$ cat config.mk
export PLATFORM = sky130hd
export DESIGN_NAME = irq_controller_flat
export DESIGN_NICKNAME = d
export VERILOG_FILES = /design/src/rtl/irq_controller_pkg.sv /design/src/rtl/irq_controller_if.sv /design/src/rtl/irq_controller_priority.sv /design/src/rtl/irq_controller.sv /design/src/flat_wrapper.sv
export SDC_FILE = /design/constraint.sdc
export NUM_CORES = 1
export LEC_CHECK = 0
export BUFFER_PORTS_ARGS = -buffer_cell sky130_fd_sc_hd__clkbuf_2
export CAP_MARGIN = 25
export CORE_ASPECT_RATIO = 2
export CORE_MARGIN = 10
export CORE_UTILIZATION = 41
export CTS_CLUSTER_DIAMETER = 60
export CTS_CLUSTER_SIZE = 25
export DETAILED_ROUTE_END_ITERATION = 16
export PLACE_DENSITY = 0.72
export SYNTH_ARGS = -nofsm -noshare
export SYNTH_HDL_FRONTEND = slang
export SYNTH_SLANG_ARGS = --single-unit
$ cat constraint.sdc
create_clock -name clk -period 6.6 [get_ports clk]
set_input_delay 1.32 -clock clk [delete_from_list [all_inputs] [get_ports clk]]
set_output_delay 1.32 -clock clk [all_outputs]
set_load 0.02 [all_outputs]
$ cat src/rtl/irq_controller_pkg.sv
// Shared constants for the 8-input interrupt controller: register offsets,
// command codes and reset values.
package irq_controller_pkg;

    typedef logic [7:0] irq_vec_t;

    // Word offsets within the controller's I/O window
    localparam logic ADDR_CMD   = 1'b0;   // command (byte 0) / IMR (byte 1)
    localparam logic ADDR_VBASE = 1'b1;   // vector base (byte 0)

    // Command codes written to byte 0 of the command word
    localparam irq_vec_t EOI_NONSPEC   = 8'h20;
    localparam irq_vec_t EOI_SPEC_BASE = 8'h60;
    localparam irq_vec_t READ_IRR      = 8'h0A;
    localparam irq_vec_t READ_ISR      = 8'h0B;

    localparam irq_vec_t IMR_RESET = 8'hFF;

    // True for 8'h60..8'h67, the specific-EOI family
    function automatic logic is_spec_eoi(input irq_vec_t cmd);
        return (cmd[7:3] == EOI_SPEC_BASE[7:3]);
    endfunction

endpackage

$ cat src/rtl/irq_controller_if.sv
// data_m I/O bus slice seen by the interrupt controller.
interface irq_controller_if;
    logic        cs;
    logic [1:1]  data_m_addr;
    logic [15:0] data_m_data_in;
    logic [15:0] data_m_data_out;
    logic [1:0]  data_m_bytesel;
    logic        data_m_wr_en;
    logic        data_m_access;
    logic        data_m_ack;

    modport master (
        output cs, data_m_addr, data_m_data_in, data_m_bytesel,
               data_m_wr_en, data_m_access,
        input  data_m_data_out, data_m_ack
    );

    modport slave (
        input  cs, data_m_addr, data_m_data_in, data_m_bytesel,
               data_m_wr_en, data_m_access,
        output data_m_data_out, data_m_ack
    );
endinterface

$ cat src/rtl/irq_controller_priority.sv
// Lowest-index-set-bit encoder; bit 0 has the highest priority.
module irq_priority (
    input  logic [7:0] req_i,
    output logic       valid_o,
    output logic [2:0] idx_o
);

    // Scan from the top so the lowest set bit is the last one to win
    always_comb begin
        valid_o = |req_i;
        idx_o   = 3'd0;
        for (int i = 7; i >= 0; i--) begin
            if (req_i[i]) idx_o = 3'(i);
        end
    end

endmodule

$ cat src/rtl/irq_controller.sv
// Reduced 8259-style interrupt controller: edge capture into IRR, masking
// through IMR, fixed priority against ISR, vector on inta, retire on EOI.
module irq_controller
    import irq_controller_pkg::*;
#(
    parameter int       NUM_IRQS          = 8,
    parameter irq_vec_t VECTOR_BASE_RESET = 8'h08
) (
    input  logic                clk,
    input  logic                reset,
    irq_controller_if.slave     bus,
    input  logic [NUM_IRQS-1:0] irq_in,
    input  logic                inta,
    output logic                intr,
    output irq_vec_t            irq_vector
);

    irq_vec_t    irr_q, irr_d;
    irq_vec_t    isr_q, isr_d;
    irq_vec_t    imr_q, imr_d;
    irq_vec_t    vbase_q, vbase_d;
    irq_vec_t    last_irq_q;
    logic        read_isr_q, read_isr_d;
    logic        intr_q;
    irq_vec_t    vector_q, vector_d;
    logic        ack_q;
    logic [15:0] rdata_q, rdata_d;

    irq_vec_t    irq_edge;
    irq_vec_t    pend;
    irq_vec_t    eoi_clr;
    irq_vec_t    inta_set;
    irq_vec_t    cmd;
    logic        cand_valid, isr_valid;
    logic [2:0]  cand_idx, isr_idx;
    logic        eligible;
    logic        wr_cyc, rd_cyc;
    logic        cmd_wr, imr_wr, vbase_wr;

    assign irq_edge = irq_in & ~last_irq_q;
    assign pend     = irr_q & ~imr_q;
    assign cmd      = bus.data_m_data_in[7:0];

    irq_priority u_pend_prio (
        .req_i   (pend),
        .valid_o (cand_valid),
        .idx_o   (cand_idx)
    );

    irq_priority u_isr_prio (
        .req_i   (isr_q),
        .valid_o (isr_valid),
        .idx_o   (isr_idx)
    );

    // A candidate may only preempt service at strictly lower priority
    assign eligible = cand_valid & (~isr_valid | (cand_idx < isr_idx));

    assign wr_cyc   = bus.cs & bus.data_m_access & bus.data_m_wr_en;
    assign rd_cyc   = bus.cs & bus.data_m_access & ~bus.data_m_wr_en;
    assign cmd_wr   = wr_cyc & (bus.data_m_addr == ADDR_CMD) & bus.data_m_bytesel[0];
    assign imr_wr   = wr_cyc & (bus.data_m_addr == ADDR_CMD) & bus.data_m_bytesel[1];
    assign vbase_wr = wr_cyc & (bus.data_m_addr == ADDR_VBASE) & bus.data_m_bytesel[0];

    // EOI decode works on ISR as it stood before this cycle
    always_comb begin
        eoi_clr = '0;
        if (cmd_wr) begin
            if (cmd == EOI_NONSPEC) begin
                if (isr_valid) eoi_clr[isr_idx] = 1'b1;
            end else if (is_spec_eoi(cmd)) begin
                eoi_clr[cmd[2:0]] = 1'b1;
            end
        end
    end

    // Acknowledge moves the candidate from IRR to ISR; a fresh edge still wins IRR
    always_comb begin
        inta_set = (inta & eligible) ? (8'b1 << cand_idx) : '0;
        irr_d    = (irr_q & ~inta_set) | irq_edge;
        isr_d    = (isr_q & ~eoi_clr) | inta_set;
        vector_d = vector_q;
        if (inta) vector_d = vbase_q + (eligible ? {5'b0, cand_idx} : 8'd7);
    end

    // Configuration register updates
    always_comb begin
        imr_d      = imr_wr ? bus.data_m_data_in[15:8] : imr_q;
        vbase_d    = vbase_wr ? {bus.data_m_data_in[7:3], 3'b000} : vbase_q;
        read_isr_d = read_isr_q;
        if (cmd_wr && cmd == READ_IRR) read_isr_d = 1'b0;
        if (cmd_wr && cmd == READ_ISR) read_isr_d = 1'b1;
    end

    // Read mux; only enabled bytes of a read cycle return data
    always_comb begin
        rdata_d = '0;
        if (rd_cyc) begin
            if (bus.data_m_addr == ADDR_CMD) begin
                if (bus.data_m_bytesel[0]) rdata_d[7:0]  = read_isr_q ? isr_q : irr_q;
                if (bus.data_m_bytesel[1]) rdata_d[15:8] = imr_q;
            end else if (bus.data_m_bytesel[0]) begin
                rdata_d[7:0] = vbase_q;
            end
        end
    end

    // State registers; reset discards all pending and in-service state
    always_ff @(posedge clk or posedge reset) begin
        if (reset) begin
            irr_q      <= '0;
            isr_q      <= '0;
            imr_q      <= IMR_RESET;
            vbase_q    <= VECTOR_BASE_RESET;
            last_irq_q <= '0;
            read_isr_q <= 1'b0;
            intr_q     <= 1'b0;
            vector_q   <= '0;
            ack_q      <= 1'b0;
            rdata_q    <= '0;
        end else begin
            irr_q      <= irr_d;
            isr_q      <= isr_d;
            imr_q      <= imr_d;
            vbase_q    <= vbase_d;
            last_irq_q <= irq_in;
            read_isr_q <= read_isr_d;
            intr_q     <= eligible;
            vector_q   <= vector_d;
            ack_q      <= bus.cs & bus.data_m_access;
            rdata_q    <= rdata_d;
        end
    end

    assign intr                = intr_q;
    assign irq_vector          = vector_q;
    assign bus.data_m_ack      = ack_q;
    assign bus.data_m_data_out = rdata_q;

endmodule
$ cat src/flat_wrapper.sv
// flat-port wrapper written by rule: the top's interface ports become plain ports
module irq_controller_flat import irq_controller_pkg::*;
#(
    parameter int       NUM_IRQS          = 8,
    parameter irq_vec_t VECTOR_BASE_RESET = 8'h08
)
  (clk, reset, irq_in, inta, intr, irq_vector, bus_cs, bus_data_m_addr, bus_data_m_data_in, bus_data_m_bytesel, bus_data_m_wr_en, bus_data_m_access, bus_data_m_data_out, bus_data_m_ack);
  irq_controller_if bus_i ();
  input  logic clk;
  input  logic reset;
  input  logic [NUM_IRQS-1:0] irq_in;
  input  logic inta;
  output logic intr;
  output irq_vec_t irq_vector;
  input wire logic [$bits(bus_i.cs)-1:0] bus_cs;
  input wire logic [$bits(bus_i.data_m_addr)-1:0] bus_data_m_addr;
  input wire logic [$bits(bus_i.data_m_data_in)-1:0] bus_data_m_data_in;
  input wire logic [$bits(bus_i.data_m_bytesel)-1:0] bus_data_m_bytesel;
  input wire logic [$bits(bus_i.data_m_wr_en)-1:0] bus_data_m_wr_en;
  input wire logic [$bits(bus_i.data_m_access)-1:0] bus_data_m_access;
  output wire logic [$bits(bus_i.data_m_data_out)-1:0] bus_data_m_data_out;
  output wire logic [$bits(bus_i.data_m_ack)-1:0] bus_data_m_ack;
  assign bus_i.cs = bus_cs;
  assign bus_i.data_m_addr = bus_data_m_addr;
  assign bus_i.data_m_data_in = bus_data_m_data_in;
  assign bus_i.data_m_bytesel = bus_data_m_bytesel;
  assign bus_i.data_m_wr_en = bus_data_m_wr_en;
  assign bus_i.data_m_access = bus_data_m_access;
  assign bus_data_m_data_out = bus_i.data_m_data_out;
  assign bus_data_m_ack = bus_i.data_m_ack;
  irq_controller #(.NUM_IRQS(NUM_IRQS), .VECTOR_BASE_RESET(VECTOR_BASE_RESET)) u_core (.clk(clk), .reset(reset), .bus(bus_i), .irq_in(irq_in), .inta(inta), .intr(intr), .irq_vector(irq_vector));
endmodule
## After elaboration in Yosys (flattened, before gate mapping)

Cells that the tools add are included.
Widths: inputs -> output; s select.

- Flip-flop bits (word level): 64
- Input port bits: 33
- Output and inout bits: 26
- Logic and storage cells: 87

- Add/sub/neg operators: 1
- $lt $le $gt $ge: 5
- Equal/unequal tests: 4
- Shifts and indexed selects: 1
- Mux-type cells: 35
- Bitwise operators: 24
- Reduce and logical (&&, ||, !) cells: 7

Operator list:

| cell | count |
|---|---|
| $mux 8 | 11 |
| $mux 3 | 17 |
| $and 8x8->8 | 4 |
| $not 8->8 | 4 |
| $eq 8x4->1 const B | 2 |
| $mux 16 | 1 |
| $or 8x8->8 | 2 |
| $reduce_or 8->1 | 2 |
| $and 1x1->1 | 10 |
| $add 8x8->8 | 1 |
| $eq 8x6->1 const B | 1 |
| $lt 3x4->1 const B | 2 |
| $shl 1x3->8 const A | 1 |
| $demux 1 s3 | 2 |
| $ge 3x1->1 const B | 2 |
| $eq 5x4->1 const B | 1 |
| $logic_and 1x1->1 | 4 |
| $mux 1 | 4 |
| $lt 3x3->1 | 1 |
| $not 1->1 | 3 |
| $reduce_bool 2->1 | 1 |
| $or 1x1->1 | 1 |

## Longest topological paths before layout

- Depth in word-level cells: 18
- Depth in mapped cells: 12
- Gate-level depth less buffers: 11

## By module

A second synthesis with hierarchy kept.

- Cells, all modules: 272
- Area total of the unflattened synthesis: 2961.6 µm²

Modules (own cells, without submodules):

| module | instances | cells an instance | area each (µm²) |
|---|---|---|---|
| irq_controller | 1 | 246 | 2798.9 |
| irq_priority | 2 | 13 | 81.3 |

## Least setup slack after synthesis

No wires, ideal clock.

- Path type: input to register
- Start point: input bus_data_m_data_in[3]
- End point: register u_core.isr_q[2]
- Setup time: 0.129 ns
- Data arrival time: 2.474 ns
- Path slack: 3.996 ns
- Cell stages on the path: 6
- Buffers on the path: 0
- Cell sequence: nor3b_1 -> nor4bb_1 -> nand3b_1 -> o31a_1 -> o21ai_0 -> o21ai_0

- Cells in the longest elaborated chain, start to end: 7
- Elaborated cells between the ends (all ways): 8
- Classes of those cells: 2 x eq/ne; 3 x mux; 3 x bitwise

Ends and longest elaborated chain:

| what | line | RTL |
|---|---|---|
| start: declaration | flat_wrapper.sv:17 | `input wire logic [$bits(bus_i.data_m_data_in)-1:0] bus_data_m_data_in;` |
| $eq 5x4->1 | irq_controller_pkg.sv:21 | `return (cmd[7:3] == EOI_SPEC_BASE[7:3]);` |
| $mux 8 | irq_controller.sv:71 | `end else if (is_spec_eoi(cmd)) begin` |
| $mux 8 * | irq_controller.sv:69 | `if (cmd == EOI_NONSPEC) begin` |
| $mux 8 * | irq_controller.sv:68 | `if (cmd_wr) begin` |
| $not 8->8 * | irq_controller.sv:81 | `isr_d = (isr_q & ~eoi_clr) \| inta_set;` |
| $and 8x8->8 * | irq_controller.sv:81 |  |
| $or 8x8->8 * | irq_controller.sv:81 |  |
| named net u_core.isr_d[2] | irq_controller.sv:19 | `irq_vec_t isr_q, isr_d;` |
| end signal: assignment | irq_controller.sv:123 | `isr_q <= isr_d;` |
| end: declaration | irq_controller.sv:19 |  |

Mark *: on every way through the listed nets, which the timed path passes. The rest lies on a longest branch.
A chain may end at the register's enable or synchronous reset.

## Final worst setup path

- Start point: register u_core.imr_q[1]
- End point: register u_core.irr_q[5]

- Cells in the longest elaborated chain, start to end: 12
- Elaborated cells between the ends (all ways): 14
- Classes of those cells: 1 x order compare; 1 x shift; 3 x mux; 8 x bitwise; 1 x reduce/logical

Ends and longest elaborated chain:

| what | line | RTL |
|---|---|---|
| start: declaration | irq_controller.sv:20 | `irq_vec_t imr_q, imr_d;` |
| start signal: assignment | irq_controller.sv:124 | `imr_q <= imr_d;` |
| $not 8->8 * | irq_controller.sv:41 | `assign pend = irr_q & ~imr_q;` |
| $and 8x8->8 * | irq_controller.sv:41 |  |
| $mux 3 (2 in a row) | irq_controller_priority.sv:13 | `if (req_i[i]) idx_o = 3'(i);` |
| $lt 3x3->1 | irq_controller.sv:57 | `assign eligible = cand_valid & (~isr_valid \| (cand_idx < isr_idx));` |
| $or 1x1->1 | irq_controller.sv:57 |  |
| $and 1x1->1 | irq_controller.sv:57 |  |
| $and 1x1->1 | irq_controller.sv:79 | `inta_set = (inta & eligible) ? (8'b1 << cand_idx) : '0;` |
| $mux 8 * | irq_controller.sv:79 |  |
| $not 8->8 * | irq_controller.sv:80 | `irr_d = (irr_q & ~inta_set) \| irq_edge;` |
| $and 8x8->8 * | irq_controller.sv:80 |  |
| $or 8x8->8 * | irq_controller.sv:80 |  |
| named net u_core.irr_d[5] | irq_controller.sv:18 | `irq_vec_t irr_q, irr_d;` |
| end signal: assignment | irq_controller.sv:122 | `irr_q <= irr_d;` |
| end: declaration | irq_controller.sv:18 |  |

Marked as above.

==> impl_metrics.json <==
{
  "slowest_delay_ns": 0.54,
  "synth_area_leaders": "dfrtp_1 47%, dfstp_2 8.1%, mux2_2 6.5%",
  "status": "finished, final reports clean",
  "cts_tree": "done",
  "cp-end-kind": "register",
  "maxCapViolations": 0,
  "cts.sinks": 64,
  "avgSynthCellArea_um2": 10.9,
  "critPathMaxFanout": 6,
  "io_buffers": 58,
  "root_buffer": "clkbuf_16",
  "htreeDepth": 3,
  "startpoint_type": "register",
  "synthCells": 270,
  "fin_crit_sh": 0.428,
  "drt-initial-drc-count": 174,
  "drive_above_1_share": 0.315,
  "crit_required_ns": 6.82,
  "ctsHoldBuffers": 0,
  "drc": 0,
  "cts.path.max_buffers": 2,
  "insertion_delay_ns": 0.33,
  "final_common_cell": "clkbuf_2",
  "syn_nets": 304,
  "cts_resized": 0,
  "powerDensity_mw_per_mm2": 307,
  "post_drt_wl_per_cell_um": 17.9,
  "synthFlopType": "dfrtp_1",
  "ys_warn_count": 0,
  "tns_ns": 0,
  "setup_violations": 0,
  "syn_to_final_growth_pct": 23.1,
  "gp_congestion": 0.877,
  "min_to": "u_core.irr_q[0]",
  "setup_slack_ns": 3.78,
  "nets": 367,
  "drv_slew": 0,
  "fmax_ghz": 0.354,
  "pre_cts_ws_ns": 3.57,
  "grt_usage": 0.146,
  "synth_edf_count": 0,
  "fin_crit_ns": 2.82,
  "async_flop_share": 1.00,
  "fp.dieArea_mm2": 0.0112,
  "ios": 59,
  "cp_slowest_cell": "dfstp_2",
  "tightest_slew_ns": 0.780,
  "antenna_cells": 0,
  "skew_ns": 0.00482,
  "cts_buffers": 9,
  "worstPathArrival_ns": 3.04,
  "hold_path_depth": 1,
  "critPathKind": "register to register",
  "antenna_found_initial": 0,
  "clkSlewWorstSetupHoldPaths_ns": 0.05,
  "synth_top_area_frac": 0.469,
  "grt_pass1_wl_um": 12600,
  "post_cts_buffers": 0,
  "hp-start": "u_core.last_irq_q[0]",
  "reg2reg_slack_ns": 3.78,
  "hold_viol_final": 0,
  "grt.overflow.total": 0,
  "via_count": 2275,
  "drt_first_pass_iters": 4,
  "row_count": 43,
  "wl_um": 7640,
  "rsz0062_at_grt": "false",
  "place_hpwl_um": 5900,
  "yosysUniqueCellTypes": 49,
  "hp-class": "register to register",
  "ir_worst_vdd_mv": 0.174,
  "max_slew_margin": 0.480,
  "rr_worst_depth": 11,
  "synth_top_area_cell": "dfrtp_1",
  "synth-seq-cells": 64,
  "antenna_left": 0,
  "mostFrequentLayoutCells": "58 x clkbuf_2, 55 x dfrtp_1, 22 x nor2_1",
  "grt_max_degree": 65,
  "grt_pass1_vias": 2457,
  "post-route-util": 0.521,
  "p_leak_nw": 1.68,
  "fp.dieW_um": 79.8,
  "start_util": 0.423,
  "fp.coreArea_mm2": 0.00694,
  "timing.rr.start": "u_core.imr_q[1]",
  "vias_per_cell": 5.33,
  "syn_area_mm2": 0.00294,
  "crit_chain": "nand2b_1, and2_0, nand2_1, nor2_1, ha_1, inv_1, a31oi_1, o211ai_1, and4b_1, nand4_1, a22o_1",
  "r2r_end": "u_core.irr_q[5]",
  "dieHeight_um": 140,
  "synth_seq_area_share": 0.549
}
## through the flow
step / power [mW] / instances / hold WS (ns) / cell area [um2]
2_1_floorplan: 0.575 / 270 / 0.400 / 2940
3_3_place_gp: 0.632 / 412 / 0.404 / 3310
3_5_place_dp: 0.635 / 412 / 0.423 / 3310
4_1_cts: 1.12 / 427 / 0.430 / 3610
5_1_grt: 1.16 / 427 / 0.436 / 3610
6_report: 1.11 / 427 / 0.429 / 3610
## how the worst max path moves through the flow
stage | start | end | slack, ns | cells past startpoint
3_3_place_gp | bus_data_m_data_in[3] | u_core.isr_q[2] | 3.65 | 7
4_1_cts | u_core.imr_q[1] | u_core.irr_q[5] | 3.80 | 11
3_5_place_dp | bus_data_m_data_in[3] | u_core.isr_q[2] | 3.57 | 7
5_1_grt | u_core.imr_q[1] | u_core.irr_q[5] | 3.57 | 11
6_report | u_core.imr_q[1] | u_core.irr_q[5] | 3.78 | 11
2_1_floorplan | reset | u_core.bus.data_m_ack | 3.70 | 1
## kinds of logic after synthesis
| kind of cell | count (synthesis) | share of synthesized area |
|---|---|---|
| AO/OA/AOI/OAI | 54 | 0.134 |
| adder cells (fa/ha/maj) | 1 | 0.00426 |
| buffers and inverters | 26 | 0.0362 |
| flip-flops | 64 | 0.549 |
| multiplexers | 25 | 0.0925 |
| AND/OR/NAND/NOR | 100 | 0.184 |
## report_power, final
| group | leakage [nW] | switching, mW | total [mW] | internal [mW] |
|---|---|---|---|---|
| sequential | 0.764 | 0.0340 | 0.475 | 0.441 |
| clock | 0.149 | 0.157 | 0.484 | 0.327 |
| combinational | 0.766 | 0.0908 | 0.152 | 0.0616 |
| total | 1.68 | 0.282 | 1.11 | 0.829 |
## synthesized netlist by cell type (2+ instances only)
cell / number
dfstp_2: 9
nand2b_1: 9
o31ai_1: 2
and2_1: 7
a22o_1: 5
clkbuf_1: 5
a21oi_1: 10
a31oi_1: 2
nand2_1: 19
o22ai_1: 3
nand4b_1: 2
nand3b_1: 2
nor4_1: 4
mux2i_1: 8
nor3_1: 11
nor3b_1: 3
nor2_1: 22
nand3_1: 4
nand4_1: 4
a32oi_1: 4
mux2_2: 17
dfrtp_1: 55
nor2b_1: 4
o21ai_0: 16
inv_1: 19
## layer usage
metal,global-route usage,up-vias,routed length [um]
li1,-,1092,-
met1,0.127,1091,2420
met2,0.269,74,4470
met3,0.0497,18,486
met4,0.0924,0,261
met5,0,-,0
## cell type report
cell class | count | area [um2]
repair buffers | 59 | 298
flip-flops and latches | 64 | 1610
multi-input cells | 180 | 1220
fillers | 639 | 3330
inverters | 19 | 71.3
clock inverters | 4 | 70.1
well taps | 90 | 113
clock buffers | 11 | 233
## flip-flops by register name, summed over array words and instances, names as in the netlist
register                    flops
u_core.bus.data_m_ack           1
u_core.vbase_q                  5
u_core.imr_q                    8
u_core.irq_vector               8
u_core.last_irq_q               8
u_core.bus.data_m_data_out     16
u_core.irr_q                    8
u_core.isr_q                    8
u_core.read_isr_q               1
u_core.intr                     1
## worst max-delay path, delay by kind of cell (launching register included)
family,cells,cell delay [ns]
buffers and inverters,1,0.06
and+or+nand+nor,6,1.34
adders and majority gates,1,0.26
AOI/OAI and AO/OA,3,0.51
DFF,1,0.54
(Power assumes the default switching activity.)
